==> config.mk <==
export PLATFORM = sky130hd
export DESIGN_NAME = alu_arbiter_flat
export DESIGN_NICKNAME = d
export VERILOG_FILES = /design/src/rtl/alu_arbiter_pkg.sv /design/src/rtl/alu_arbiter_if.sv /design/src/rtl/alu_arbiter_alu.sv /design/src/rtl/alu_arbiter.sv /design/src/flat_wrapper.sv
export SDC_FILE = /design/constraint.sdc
export NUM_CORES = 1
export LEC_CHECK = 0
export ABC_CLOCK_PERIOD_IN_PS = 10050
export CELL_PAD_IN_SITES_DETAIL_PLACEMENT = 1
export CELL_PAD_IN_SITES_GLOBAL_PLACEMENT = 1
export CORE_MARGIN = 3
export CORE_UTILIZATION = 30
export CTS_CLUSTER_SIZE = 8
export DETAILED_ROUTE_END_ITERATION = 8
export DONT_BUFFER_PORTS = 1
export GPL_ROUTABILITY_DRIVEN = 0
export GPL_TIMING_DRIVEN = 1
export PLACE_DENSITY = 0.54
export SLEW_MARGIN = 25
export SYNTH_ARGS = -nofsm -noshare
export SYNTH_HDL_FRONTEND = slang
export SYNTH_SLANG_ARGS = --single-unit
==> constraint.sdc <==
create_clock -name clk -period 10.05 [get_ports clk]
set_clock_uncertainty 0.05 [all_clocks]
set_input_delay 0.5025 -clock clk [delete_from_list [all_inputs] [get_ports clk]]
set_output_delay 0.5025 -clock clk [all_outputs]
set_load 0.005 [all_outputs]
==> src/rtl/alu_arbiter_pkg.sv <==
// Shared processor definitions: ALU opcode encoding used by the arbiter and the ALU.
package alu_arbiter_pkg;

  typedef enum logic [1:0] {
    ALU_OP_AND  = 2'b00,
    ALU_OP_ADD  = 2'b01,
    ALU_OP_SUB  = 2'b10,
    ALU_OP_RSVD = 2'b11
  } alu_op_e;

  function automatic logic is_reserved(input alu_op_e op);
    return op == ALU_OP_RSVD;
  endfunction

endpackage

==> src/rtl/alu_arbiter_if.sv <==
// Bundle of the two requester ports and the result port of the ALU arbiter.
interface alu_arbiter_if #(
  parameter int WIDTH = 16
);
  // Every port uses valid/ready: a transfer happens on a rising edge where both
  // are 1; the producer holds payload stable while valid=1 and ready=0.
  logic             req0_valid;
  logic             req0_ready;
  logic [WIDTH-1:0] req0_a;
  logic [WIDTH-1:0] req0_b;
  logic [1:0]       req0_op;

  logic             req1_valid;
  logic             req1_ready;
  logic [WIDTH-1:0] req1_a;
  logic [WIDTH-1:0] req1_b;
  logic [1:0]       req1_op;

  logic             rsp_valid;
  logic             rsp_ready;
  logic [WIDTH-1:0] rsp_data;
  logic             rsp_id;
  logic             rsp_err;

  modport slave (
    input  req0_valid, req0_a, req0_b, req0_op,
    output req0_ready,
    input  req1_valid, req1_a, req1_b, req1_op,
    output req1_ready,
    output rsp_valid, rsp_data, rsp_id, rsp_err,
    input  rsp_ready
  );

  modport master (
    output req0_valid, req0_a, req0_b, req0_op,
    input  req0_ready,
    output req1_valid, req1_a, req1_b, req1_op,
    input  req1_ready,
    input  rsp_valid, rsp_data, rsp_id, rsp_err,
    output rsp_ready
  );
endinterface

==> src/rtl/alu_arbiter_alu.sv <==
// Combinational two's-complement ALU; wraps on overflow, no flags.
module alu_arbiter_alu
  import alu_arbiter_pkg::*;
#(
  parameter int WIDTH = 16
) (
  input  logic [WIDTH-1:0] a,
  input  logic [WIDTH-1:0] b,
  input  alu_op_e          op,
  output logic [WIDTH-1:0] y
);

  always_comb begin
    y = '0;
    case (op)
      ALU_OP_AND: y = a & b;
      ALU_OP_ADD: y = a + b;
      ALU_OP_SUB: y = a - b;
      default:    y = '0;
    endcase
  end

endmodule

==> src/rtl/alu_arbiter.sv <==
// Two-requester round-robin arbiter in front of one shared ALU, with a
// single registered result slot (1-cycle latency, full throughput).
module alu_arbiter
  import alu_arbiter_pkg::*;
#(
  parameter int WIDTH = 16
) (
  input  logic         clk,
  input  logic         reset,
  alu_arbiter_if.slave bus
);

  logic             last_grant;
  logic             grant;
  logic             can_accept;
  logic             xfer;
  logic [WIDTH-1:0] sel_a;
  logic [WIDTH-1:0] sel_b;
  alu_op_e          sel_op;
  logic [WIDTH-1:0] alu_y;

  logic             rsp_valid_q;
  logic [WIDTH-1:0] rsp_data_q;
  logic             rsp_id_q;
  logic             rsp_err_q;

  // Ready depends only on valids, pointer and result-slot state, never on payload.
  always_comb begin
    can_accept     = !rsp_valid_q || bus.rsp_ready;
    grant          = (bus.req0_valid && bus.req1_valid) ? ~last_grant : bus.req1_valid;
    bus.req0_ready = reset && can_accept && bus.req0_valid && !grant;
    bus.req1_ready = reset && can_accept && bus.req1_valid && grant;
    xfer           = bus.req0_ready || bus.req1_ready;
  end

  always_comb begin
    sel_a  = grant ? bus.req1_a : bus.req0_a;
    sel_b  = grant ? bus.req1_b : bus.req0_b;
    sel_op = alu_op_e'(grant ? bus.req1_op : bus.req0_op);
  end

  alu_arbiter_alu #(.WIDTH(WIDTH)) u_alu (
    .a  (sel_a),
    .b  (sel_b),
    .op (sel_op),
    .y  (alu_y)
  );

  // Pointer resets to 1 so requester 0 wins the first contention.
  always_ff @(posedge clk) begin
    if (!reset) begin
      rsp_valid_q <= 1'b0;
      rsp_data_q  <= '0;
      rsp_id_q    <= 1'b0;
      rsp_err_q   <= 1'b0;
      last_grant  <= 1'b1;
    end else if (xfer) begin
      rsp_valid_q <= 1'b1;
      rsp_data_q  <= is_reserved(sel_op) ? '0 : alu_y;
      rsp_id_q    <= grant;
      rsp_err_q   <= is_reserved(sel_op);
      last_grant  <= grant;
    end else if (rsp_valid_q && bus.rsp_ready) begin
      rsp_valid_q <= 1'b0;
    end
  end

  assign bus.rsp_valid = rsp_valid_q;
  assign bus.rsp_data  = rsp_data_q;
  assign bus.rsp_id    = rsp_id_q;
  assign bus.rsp_err   = rsp_err_q;

endmodule
==> src/flat_wrapper.sv <==
// flat-port wrapper written by rule: the top's interface ports become plain ports
module alu_arbiter_flat import alu_arbiter_pkg::*;
#(
  parameter int WIDTH = 16
)
  (clk, reset, bus_req0_valid, bus_req0_a, bus_req0_b, bus_req0_op, bus_req0_ready, bus_req1_valid, bus_req1_a, bus_req1_b, bus_req1_op, bus_req1_ready, bus_rsp_valid, bus_rsp_data, bus_rsp_id, bus_rsp_err, bus_rsp_ready);
  alu_arbiter_if #(.WIDTH(WIDTH)) bus_i ();
  input  logic clk;
  input  logic reset;
  input wire logic [$bits(bus_i.req0_valid)-1:0] bus_req0_valid;
  input wire logic [$bits(bus_i.req0_a)-1:0] bus_req0_a;
  input wire logic [$bits(bus_i.req0_b)-1:0] bus_req0_b;
  input wire logic [$bits(bus_i.req0_op)-1:0] bus_req0_op;
  output wire logic [$bits(bus_i.req0_ready)-1:0] bus_req0_ready;
  input wire logic [$bits(bus_i.req1_valid)-1:0] bus_req1_valid;
  input wire logic [$bits(bus_i.req1_a)-1:0] bus_req1_a;
  input wire logic [$bits(bus_i.req1_b)-1:0] bus_req1_b;
  input wire logic [$bits(bus_i.req1_op)-1:0] bus_req1_op;
  output wire logic [$bits(bus_i.req1_ready)-1:0] bus_req1_ready;
  output wire logic [$bits(bus_i.rsp_valid)-1:0] bus_rsp_valid;
  output wire logic [$bits(bus_i.rsp_data)-1:0] bus_rsp_data;
  output wire logic [$bits(bus_i.rsp_id)-1:0] bus_rsp_id;
  output wire logic [$bits(bus_i.rsp_err)-1:0] bus_rsp_err;
  input wire logic [$bits(bus_i.rsp_ready)-1:0] bus_rsp_ready;
  assign bus_i.req0_valid = bus_req0_valid;
  assign bus_i.req0_a = bus_req0_a;
  assign bus_i.req0_b = bus_req0_b;
  assign bus_i.req0_op = bus_req0_op;
  assign bus_req0_ready = bus_i.req0_ready;
  assign bus_i.req1_valid = bus_req1_valid;
  assign bus_i.req1_a = bus_req1_a;
  assign bus_i.req1_b = bus_req1_b;
  assign bus_i.req1_op = bus_req1_op;
  assign bus_req1_ready = bus_i.req1_ready;
  assign bus_rsp_valid = bus_i.rsp_valid;
  assign bus_rsp_data = bus_i.rsp_data;
  assign bus_rsp_id = bus_i.rsp_id;
  assign bus_rsp_err = bus_i.rsp_err;
  assign bus_i.rsp_ready = bus_rsp_ready;
  alu_arbiter #(.WIDTH(WIDTH)) u_core (.clk(clk), .reset(reset), .bus(bus_i));
endmodule
==> impl_results.md, run 1 <==
* Asr flop ratio synth at 0%
* CTS buffer count at 3
* Total gr overflow at 0
* Final core occ at 33.38%
* Initial DRT Pass Iterations at 4
* Mux contribution to synthesized area at 5.828%
* Final period utilization at 42.66%
* Ports at 94
* Worst Setup End Kind: flop
* Setup Buffers After CTS at 0
* Post-route setup TNS at 0 ns
* Min-delay src: reset
* Synth Flop Type: dfxtp_1
* Gr usage total at 17.56%
* Cells after Synth at 363
* Slew HR at 58.70%
* Xor and xnor area share after synthesis at 9.131%
* Slew Viols, Final at 0
* Adder-Cell Fraction of Synth Area at 10.49%
* Effective utilization at floorplan at 31.20%
* Avg WL per Cell at 18.70 um
* DP HPWL at 7044 um
* Register area share after synthesis at 15.54%
* Startpoint class of the critical path: flop
* Vias per std cell at 5.633
* Worst-path cell chain: a21bo_1 -> buf_4 -> nand2_1 -> nand2_1 -> ha_1 -> nor2_1 -> xor2_1 -> ha_1 -> o21ai_0 -> a21oi_1 -> o31a_1 -> o41ai_1 -> o21ai_0 -> xnor2_1 -> a22o_1
* Rows at 33
* P&R area growth vs syn at 6.994%
* Initial antenna violation count at 0
* Synth Register Bits at 20
* # clock sinks at 20
* Final setup vio count at 0
* Synth Area in Compound Gates at 26.61%
* Diodes inserted at 0
* Worst reg2reg path endpoint: u_core.bus.rsp_data[13]$_SDFFE_PN0P_
* Arrival time worst endpoint at 4.41 ns
* Clock transition at path regs at 0.08 ns
* Max Buffers Root-to-Sink at 2
* Vias at 2591
* Fmax at 233.3 MHz
* Detailed Route WL at 8601 um
* Tot Pwr at 387.6 uW
* Synthesized cell area at 0.002576 mm2
* Hold crit path type: input pin to flop
* H-Tree Depth at 1
* Antenna viol nets, final at 0
* Min Tclk post-route at 4.287 ns
* Post-synth EDFFs at 0
* Worst R2R Setup Slack at 5.76 ns
* Crit Reg-Reg Startpoint: u_core.last_grant$_SDFFE_PN1P_
* Status: finished clean
* Top-area cell type share of the netlist area at 15.54%
* CP bufs+invs at 1
* Area contributors post-synth: dfxtp_1, nand2_1, ha_1
* Port buffer count at 0
* P per Cell Area at 140.6 mW/mm2
* Final nets at 450
* Hold depth at 1
* Crit path max-delay family: compound AO/OA/AOI/OAI gates
* CTS tree: yes
* Hold-fix buffer count after cts at 0
* Slowest CP cell: o41ai_1
* Crit path max fanout at 46
* First-pass GRT wire length at 13940 um
* Post-CTS Resized at 0
* Worst-Margin Slew at 0.6161 ns
* Count of cell types in the netlist at 52
* Die area at 0.009736 mm2
* Share of layout cells above drive strength 1 at 4.225%
* Core footprint at 0.008258 mm2
* Largest stage delay on the critical path at 0.57 ns
* Setup Crit Path Kind: flop to flop
* Worst-Skew Late Latency at 0.27 ns
* Vias in the first global route at 2726
* Net count after synthesis at 457
* Data required time of the worst path at 10.17 ns
* Warnings, synthesis at 0
* Max-Cap Viols at 0
* Main combinational cell family by area after synthesis: simple AND/OR/NAND/NOR gates
* Peak supply drop at 60.11 uV
* Syn Area/Cell at 7.097 um2
* DR iter-0 viols at 72
* Worst reg2reg path depth at 15
* Largest net degree at the start of global routing at 47
* Hold endpoint: u_core.last_grant$_SDFFE_PN1P_
* Leakage at 0.001188 uW
* RSZ-0062 raised after global routing: false
* Synth area leader: dfxtp_1
* Simple-gate share of the synthesized area at 28.56%
* Die X at 98.67 um
* Die height at 98.67 um
* Final hold violations at 0
* Root buffer cell: clkbuf_8
* DRC at 0
[power by group]
group | switching (uW) | internal, uW
Clock | 28.9 | 53.2
Combinational | 118 | 87.8
Sequential | 8.99 | 90.2
Total | 156 | 231
[cell usage after synthesis, types with 7 or more instances]
cell type  number
clkbuf_1       12
dfxtp_1        20
a21oi_1        30
nor2_1         18
a31oi_1         7
nand2_1        75
nand3_1        11
xnor2_1        11
nor2b_1        11
o21ai_0        17
inv_1           8
ha_1           20
mux2i_1        15
nor3_1          7
xor2_1         14
or3_1           8
[through the flow]
step	hold slack (ns)	worst slack (ns)	cell area, um2	cells
2_1_floorplan	0.4118	5.571	2576	363
3_3_place_gp	0.4525	5.733	2680	456
3_5_place_dp	0.4602	5.618	2685	456
4_1_cts	0.2642	5.727	2756	460
5_1_grt	0.2807	5.353	2756	460
6_report	0.2761	5.763	2756	460
[cell families (layout without fill, tap and decap cells)]
group                    count (synthesis)  after routing
AO/OA/AOI/OAI                          101            101
XOR/XNOR                                26             26
adder cells (fa/ha/maj)                 21             21
AND/OR/NAND/NOR                        156            156
multiplexers                            15             15
flip-flops                              20             20
buffers and inverters                   24             16
[cell type report]
| cell class | count | area, um2 |
|---|---|---|
| clock inverter | 1 | 30.03 |
| timing repair buffer | 4 | 30.03 |
| fill | 1053 | 5502 |
| inverter | 8 | 30.03 |
| sequential | 20 | 400.4 |
| tap | 105 | 131.4 |
| multi-input combinational | 319 | 2093 |
| clock buffer | 3 | 41.29 |
[state kept, by name (all words and copies together) (netlist names)]
name and count:
u_core.bus.rsp_id 1, u_core.last_grant 1, u_core.bus.rsp_data 16, u_core.bus.rsp_err 1
u_core.bus.rsp_valid 1
[layout by cell type (no fill, tap or decap), drive strengths merged, types with 8 or more instances in the layout]
cell and count:
a21oi 31, dfxtp 20, ha 20, inv 8, mux2i 15, nand2 75
nand3 11, nor2 18, nor2b 11, o21ai 17, or3 8, xnor2 12
xor2 14
[how the worst max path moves through the flow]
stage                                    from  depth (start not counted)                                   end  slack (ns)
2_1_floorplan                  bus_req1_valid                         17  u_core.bus.rsp_data[13]$_SDFFE_PN0P_        5.57
3_3_place_gp                   bus_req1_valid                         15  u_core.bus.rsp_data[13]$_SDFFE_PN0P_        5.73
3_5_place_dp                   bus_req1_valid                         15  u_core.bus.rsp_data[13]$_SDFFE_PN0P_        5.62
4_1_cts        u_core.last_grant$_SDFFE_PN1P_                         15  u_core.bus.rsp_data[13]$_SDFFE_PN0P_        5.73
5_1_grt        u_core.last_grant$_SDFFE_PN1P_                         16  u_core.bus.rsp_data[13]$_SDFFE_PN0P_        5.35
6_report       u_core.last_grant$_SDFFE_PN1P_                         15  u_core.bus.rsp_data[13]$_SDFFE_PN0P_        5.76
[per-layer routing]
layer	global-route usage, %	vias up	part of all wire (%)
li1	-	1288	-
met4	2.626	0	1.2
met1	19.75	1235	41
met5	0	-	0
met2	33.85	62	53
met3	4.246	6	5.4
(Power assumes the default switching activity.)
==> run 2, diff against run 1 <==
--- a/config.mk
+++ b/config.mk
@@ -5,7 +5,7 @@
 export SDC_FILE = /design/constraint.sdc
 export NUM_CORES = 1
 export LEC_CHECK = 0
-export ABC_CLOCK_PERIOD_IN_PS = 10050
+export ABC_CLOCK_PERIOD_IN_PS = 4000
 export CELL_PAD_IN_SITES_DETAIL_PLACEMENT = 1
 export CELL_PAD_IN_SITES_GLOBAL_PLACEMENT = 1
 export CORE_MARGIN = 3
==> constraint.sdc (replaced) <==
create_clock -name clk -period 4 [get_ports clk]
set_clock_uncertainty 0.05 [all_clocks]
set_input_delay 0.2 -clock clk [delete_from_list [all_inputs] [get_ports clk]]
set_output_delay 0.2 -clock clk [all_outputs]
set_load 0.005 [all_outputs]
==> run 2 against run 1 <==
  * Register-to-register slack worse by 5.4 ns
  * First-iteration DRC count is 32% lower
  * Maximum frequency is 18% higher
  * Routed wire length is 0.50% higher
  * Utilization is 0.41 points higher
  * Clock-buffer cell count is 1 higher
  * Setup slack worse by 5.4 ns
  * Via count is 0.27% higher
  * Non-clock buffer count is 4 higher
  * Die area stayed put
  * Cell count is 0.87% higher
==> impl_results.md, run 2 (synthesis gave the netlist of run 1 again) <==
* DR iter-0 viols at 49
* Gr usage total at 17.94%
* Min Tclk post-route at 3.637 ns
* Rows at 33
* Ports at 94
* Max reg flops at 16
* Arrival time worst endpoint at 3.74 ns
* Slowest CP cell: dfxtp_1
* P per Cell Area at 333.1 mW/mm2
* DP HPWL at 7248 um
* Vias in the first global route at 2777
* Avg WL per Cell at 18.63 um
* Final core occ at 33.79%
* Root buffer cell: clkbuf_8
* Slew HR at 43.38%
* Worst Setup End Kind: flop
* DRC at 0
* Largest stage delay on the critical path at 0.43 ns
* Worst R2R Setup Slack at 0.36 ns
* Max-Cap Viols at 0
* Final hold violations at 0
* Setup Crit Path Kind: flop to flop
* Leakage at 0.001206 uW
* Worst-path cell chain: a21bo_4 -> buf_6 -> nand2_1 -> and2_1 -> ha_1 -> a21oi_1 -> xor2_1 -> ha_1 -> a21o_1 -> a21oi_1 -> a211oi_1 -> or3_1 -> a21oi_1 -> xnor2_1 -> a22o_1
* Die height at 98.67 um
* Effective utilization at floorplan at 31.20%
* RSZ-0062 raised after global routing: false
* Crit path max-delay family: compound AO/OA/AOI/OAI gates
* Die X at 98.67 um
* Peak supply drop at 153.5 uV
* Detailed Route WL at 8644 um
* H-Tree Depth at 1
* Status: finished clean
* CTS buffer count at 3
* Data required time of the worst path at 4.11 ns
* Met3 WL post-DR at 446 um
* CTS tree: yes
* Antenna viol nets, final at 0
* Final period utilization at 90.92%
* Final nets at 454
* Diodes inserted at 0
* Slew Viols, Final at 0
* Most frequent CP cell: a21oi_1
* Initial DRT Pass Iterations at 4
* Fin Hold WS at 0.01983 ns
* Commonest non-fill, non-tap cells in the layout: nand2_1, a21oi_1, ha_1, dfxtp_1, nor2_1
* CP bufs+invs at 1
* Vias at 2598
* Highest Signal Layer: met4
* Startpoint class of the critical path: flop
* P&R area growth vs syn at 8.305%
* Crit path max fanout at 17
* Initial antenna violation count at 0
* Max Buffers Root-to-Sink at 2
* Post-route setup TNS at 0 ns
* Fmax at 275.0 MHz
* Commonest non-fill, non-tap cell in the layout: nand2_1
* Final setup vio count at 0
* Clock transition at path regs at 0.08 ns
* Post-route cell area at 0.002790 mm2
* Worst-Skew Late Latency at 0.26 ns
* Die area at 0.009736 mm2
* Core footprint at 0.008258 mm2
* Vias per std cell at 5.599
* Wire length on met1 at 3570 um
* Port buffer count at 0
* Largest net degree at the start of global routing at 26
* Met2 Wirelength at 4555 um
* Hold crit path type: input pin to flop
* # clock sinks at 20
* Worst-Margin Slew at 0.8456 ns
* Total gr overflow at 0
* First-pass GRT wire length at 14410 um
* Cell area after placement at 0.002710 mm2
* Share of layout cells above drive strength 1 at 5.571%
-- run 2: changes by cell type in the layout (fill, tap and decap cells not counted), sizes merged --
cell | before | now
buf | 4 | 7
bufinv | 1 | 0
clkbuf | 3 | 4
dlygate4sd3 | 0 | 1
-- run 2: worst paths after layout --
kind | startpoint | end | depth (start not counted)
min reg2reg | u_core.bus.rsp_data[11]$_SDFFE_PN0P_ | u_core.bus.rsp_data[11]$_SDFFE_PN0P_ | 2
min | reset | u_core.bus.rsp_data[8]$_SDFFE_PN0P_ | 1
max | u_core.last_grant$_SDFFE_PN1P_ | u_core.bus.rsp_data[12]$_SDFFE_PN0P_ | 15
max reg2reg | u_core.last_grant$_SDFFE_PN1P_ | u_core.bus.rsp_data[12]$_SDFFE_PN0P_ | 15
-- run 2: layer usage --
layer	vias to the layer above	track usage [%]
met5	-	0
met4	0	1.471
met3	4	4.246
met2	61	34.37
met1	1231	20.92
li1	1302	-
-- run 2: power by group --
group,switching (uW),internal [uW]
Combinational,297,227
Clock,68.0,87.6
Sequential,23.5,227
Total,388,541
-- run 2: timing repair --
action,4_1_cts,5_1_grt
hold buffers,1,0
endpoints found under the hold margin,1,0
buffers inserted,0,0
setup endpoints to repair,0,4
gates resized for setup,0,3
-- run 2: stage by stage --
stage	std cells	worst slack, ns	total power, uW
final	464	0.3632	929.4
after global placement	459	0.2776	781.2
after global routing	464	0.04828	1025
after CTS	464	0.1549	944.1
after detailed placement	459	0.1995	783.9
after floorplan	363	0.03963	663.4
-- run 2: cell type report --
type / instances / area, um2
fill: 1049 / 5468
multi-input combinational: 319 / 2107
sequential: 20 / 400.4
tap: 105 / 131.4
timing repair buffer: 8 / 66.31
clock buffer: 4 / 55.05
inverter: 8 / 30.03
